==> config.mk <==
export PLATFORM = sky130hd
export DESIGN_NAME = booth_r4_mul
export DESIGN_NICKNAME = d
export VERILOG_FILES = /design/src/rtl/booth_r4_mul.sv
export SDC_FILE = /design/constraint.sdc
export NUM_CORES = 1
export LEC_CHECK = 0
export CAP_MARGIN = 10
export CELL_PAD_IN_SITES_DETAIL_PLACEMENT = 1
export CELL_PAD_IN_SITES_GLOBAL_PLACEMENT = 2
export CORE_MARGIN = 2
export CORE_UTILIZATION = 37
export CTS_CLUSTER_SIZE = 28
export DETAILED_ROUTE_END_ITERATION = 10
export PLACE_DENSITY_LB_ADDON = 0.1
export SYNTH_ARGS = -nofsm -noshare
export SYNTH_HDL_FRONTEND = slang
export SYNTH_SLANG_ARGS = --single-unit
==> constraint.sdc <==
create_clock -name clk -period 5.5 [get_ports clk]
set_clock_uncertainty 0.1 [all_clocks]
set_input_delay 0.55 -clock clk [delete_from_list [all_inputs] [get_ports clk]]
set_output_delay 0.55 -clock clk [all_outputs]
set_load 0.01 [all_outputs]
==> src/rtl/booth_r4_mul.sv <==
// Sequential radix-4 (modified) Booth multiplier with valid/ready handshakes on both sides.
// Signed or unsigned operation is chosen per operand set and captured with the operands.
module booth_r4_mul #(
   parameter int OPERAND_BITS = 8
) (
   input  logic                        clk,
   input  logic                        rst,
   input  logic                        in_valid,
   output logic                        in_ready,
   input  logic                        signed_mode,
   input  logic [OPERAND_BITS-1:0]     mul_a,
   input  logic [OPERAND_BITS-1:0]     mul_b,
   input  logic                        flush,
   output logic                        out_valid,
   input  logic                        out_ready,
   output logic [2*OPERAND_BITS-1:0]   product,
   output logic                        busy
);

   localparam int N     = OPERAND_BITS;
   localparam int X     = N + 1;
   localparam int XP    = X + (X % 2);
   localparam int ITER  = XP / 2;
   localparam int ACC_W = 2 * XP;
   localparam int CNT_W = $clog2(ITER + 1) + 1;

   typedef enum logic [1:0] {
      IDLE = 2'd0,
      BUSY = 2'd1,
      DONE = 2'd2
   } state_t;

   state_t             state, state_nxt;
   logic [ACC_W-1:0]   acc;
   logic [ACC_W-1:0]   a_sh;
   logic [XP-1:0]      b_sh;
   logic               b_prev;
   logic [CNT_W-1:0]   cnt;
   logic               last;
   logic [ACC_W-1:0]   mag;
   logic [ACC_W-1:0]   addend;
   logic               neg;

   // One extra BUSY cycle after the last add moves the result into product.
   assign last = (cnt == CNT_W'(ITER));

   always_comb begin
      state_nxt = state;
      in_ready  = 1'b0;
      out_valid = 1'b0;
      busy      = 1'b0;
      unique case (state)
         IDLE: begin
            in_ready = 1'b1;
            if (in_valid) state_nxt = BUSY;
         end
         BUSY: begin
            busy = 1'b1;
            if (flush)     state_nxt = IDLE;
            else if (last) state_nxt = DONE;
         end
         DONE: begin
            out_valid = 1'b1;
            if (flush || out_ready) state_nxt = IDLE;
         end
         default: state_nxt = IDLE;
      endcase
   end

   // Booth digit from {b[2i+1], b[2i], b[2i-1]}; the shift registers keep the triplet at bit 0.
   always_comb begin
      mag = '0;
      neg = 1'b0;
      unique case ({b_sh[1], b_sh[0], b_prev})
         3'b001, 3'b010: mag = a_sh;
         3'b011:         mag = a_sh << 1;
         3'b100: begin
            mag = a_sh << 1;
            neg = 1'b1;
         end
         3'b101, 3'b110: begin
            mag = a_sh;
            neg = 1'b1;
         end
         default:        mag = '0;
      endcase
      addend = neg ? (~mag + ACC_W'(1)) : mag;
   end

   always_ff @(posedge clk or posedge rst) begin
      if (rst) begin
         state   <= IDLE;
         acc     <= '0;
         a_sh    <= '0;
         b_sh    <= '0;
         b_prev  <= 1'b0;
         cnt     <= '0;
         product <= '0;
      end else begin
         state <= state_nxt;
         unique case (state)
            IDLE: begin
               if (in_valid) begin
                  a_sh   <= {{(ACC_W-N){signed_mode & mul_a[N-1]}}, mul_a};
                  b_sh   <= {{(XP-N){signed_mode & mul_b[N-1]}}, mul_b};
                  b_prev <= 1'b0;
                  acc    <= '0;
                  cnt    <= '0;
               end
            end
            BUSY: begin
               if (!flush) begin
                  if (last) begin
                     product <= acc[2*N-1:0];
                  end else begin
                     acc    <= acc + addend;
                     a_sh   <= a_sh << 2;
                     b_sh   <= b_sh >> 2;
                     b_prev <= b_sh[1];
                     cnt    <= cnt + CNT_W'(1);
                  end
               end
            end
            default: ;
         endcase
      end
   end

endmodule
==> metrics.yaml <==
grt_usage_pct: 18.3
num-fill-cells: 1177
ys_seq_elements: 64
seq_area_frac_synth_pct: 40.9
ys_types: 52
rsz0062_at_grt: "false"
rrSetupSlack_ns: 1.19
fp.dieH_microns: 107
placed_cells: 552
cts_tree: "yes"
synth_nets: 444
areaGrowthSynthToFinish_pct: 17.9
drv_cap: 0
die_w_microns: 107
ctsHtreeMaxLevel: 3
dpl.hpwl_mm: 6.74
synth.yosys.warnings: 0
synth_ff_type: "dfrtp_1"
drive_gt1_share_pct: 9.03
n_antenna_cell: 0
total_power_uw: 2890
p_clk_share_pct: 14.5
fin_nets: 475
drc: 0
grt_overflow: 0
finalHoldViolCount: 0
slew_violations: 0
worstHoldPathType: "reg -> reg"
cts_sinks: 64
antenna_found_initial: 0
syn_avg_cell_area_sq_um: 9.90
power_frac_seq_pct: 28.4
cts_buffers: 9
startpoint_type: "register"
arrival_ns: 4.44
r2r-start: "b_sh[0]"
post-cts-setup-buffer-count: 0
p_leak_uw: 0.00208
cellPowerDensity_mw_per_mm2: 626
synth-async-reset-ratio_pct: 100
final_common_cell: "dfrtp_1"
p_comb_share_pct: 57.1
cp_max_fo: 26
finish.utilization_pct: 44.8
fmax_mhz: 232
netSwitchingPower_uw: 1240
core_area_sq_mm: 0.0103
first_iter_violations: 168
io_buffers: 40
totalNegativeSetupSlack_ns: 0
synthCells: 396
mostFrequentLayoutCells: "dfrtp_1, clkdlybuf4s50_1, ha_1"
r2r_cells: 16
start_util_pct: 38.0
cts_max_path_buffers: 2
first_pass_iters: 4
worstSetupPathType: "reg -> reg"
vias: 3138
swShare_pct: 42.9
row_count: 37
synth_edf_count: 0
grt_max_degree: 65
crit_path_end_kind: "register"
setup_viol: 0
ctsResizeCount: 0
dieArea_sq_mm: 0.0114
setup.worst_path.end: "acc[14]"
ant_nets: 0
routed_via_density: 5.52
grt_pass1_vias: 3338
r2r_end: "acc[14]"
period_needed_ns: 4.31
finalNonFillerCells: 568
required_ns: 5.63
maxSlewHeadroom_pct: 45.6
ctsHoldBuffers: 0
status: "finished clean"
place_congestion: 0.839
clock_latency_ns: 0.34
routedWlPerCell_microns: 16.7
netlist_area_sq_mm: 0.00392
critPathLaunch: "b_sh[0]"
max-vdd-ir-drop_v: 0.000187
tightest_slew_ns: 0.814
clockRootBuffer: "clkbuf_8"
p_int_uw: 1650
min_period_over_period_pct: 78.4
clkTransAtPathRegs_ns: 0.07
routed_wl_mm: 9.51
ios: 41
grt_pass1_wl_mm: 16.7
## through the flow
step                setup WS [ns]  instance area, sq um  hold WS [ns]
finish                       1.19                  4620         0.391
detailed placement           1.22                  4420         0.383
global placement             1.32                  4420         0.367
CTS                          1.20                  4620         0.400
floorplan                    1.38                  3920         0.358
global route                0.697                  4620         0.410
## cell usage after synthesis, drive strengths merged, types with 5 or more instances
| cell type | instances | area share [%] |
|---|---|---|
| a22oi | 17 | 3.3 |
| nand3 | 5 | 0.64 |
| mux2 | 18 | 5.3 |
| a221o | 14 | 3.6 |
| a21o | 6 | 1.1 |
| dfrtp | 64 | 41 |
| buf | 8 | 1.1 |
| xnor2 | 19 | 4.2 |
| clkbuf | 17 | 1.6 |
| a22o | 7 | 1.6 |
| a31oi | 5 | 0.80 |
| o21ai | 24 | 3.1 |
| inv | 16 | 1.5 |
| a21oi | 23 | 2.9 |
| o31ai | 13 | 2.5 |
| nor2 | 23 | 2.2 |
| ha | 25 | 8.0 |
| and3 | 15 | 2.4 |
| nor3 | 5 | 0.77 |
| nand2 | 23 | 2.2 |
| xor2 | 7 | 1.6 |
## cells by family (layout without fill, tap and decap cells)
logic type | after synthesis | after routing | share of synthesized area [%]
XOR/XNOR | 26 | 26 | 5.81
AND/OR/NAND/NOR | 88 | 88 | 11.5
buffers and inverters | 41 | 77 | 4.21
AO/OA/AOI/OAI | 130 | 130 | 23.1
multiplexers | 21 | 21 | 6.03
adder cells (fa/ha/maj) | 26 | 26 | 8.49
flip-flops | 64 | 64 | 40.9
## critical path, stage by stage, from the launching register on
cell and delay [ns]:
dfrtp_1 0.38, inv_1 0.09, ha_1 0.77, inv_1 0.20
a21oi_1 0.31, inv_1 0.10, and3_1 0.21, nor2_1 0.12
xnor2_1 0.10, ha_1 0.26, a21o_1 0.17, a21o_1 0.18
a211o_1 0.30, or3_1 0.32, o21ai_1 0.17, mux2i_1 0.09
a221o_1 0.32
## metal layers
layer  global-route usage [%]  wire, microns
met5                        0              0
met3                     2.80            229
met4                     6.40            171
met2                     29.0           4400
met1                     25.4           4710
## worst min path at each step
stage	slack, ns	depth (start not counted)	startpoint	endpoint
finish	0.39	1	product[6]	product[6]
global placement	0.37	1	product[4]	product[4]
CTS	0.40	1	product[6]	product[6]
global route	0.41	1	product[6]	product[6]
floorplan	0.36	1	b_sh[8]	b_sh[8]
detailed placement	0.38	1	product[6]	product[6]
## power groups by stage
stage	Combinational [uW]	Sequential [uW]	Clock, uW
CTS	1670	826	436
floorplan	1270	778	0
global placement	1630	824	0
finish	1650	821	420
detailed placement	1660	834	0
global route	1880	858	450
## sequential cells by signal (all words and copies together), names as in the netlist
register and cells:
state 2, product 16, b_sh 9, cnt 4, b_prev 1, a_sh 16
acc 16
## final cells by class
type                       instances  area, sq um  share of cell area (%)
sequential                        64         1600                    34.7
clock inverter                     3         40.0                   0.866
tap                              136          170                    3.68
clock buffer                      13          159                    3.44
inverter                          16         60.1                    1.30
timing repair buffer              45          438                    9.47
multi-input combinational        291         2150                    46.6
Note: power is estimated with default switching activity, not from simulation.
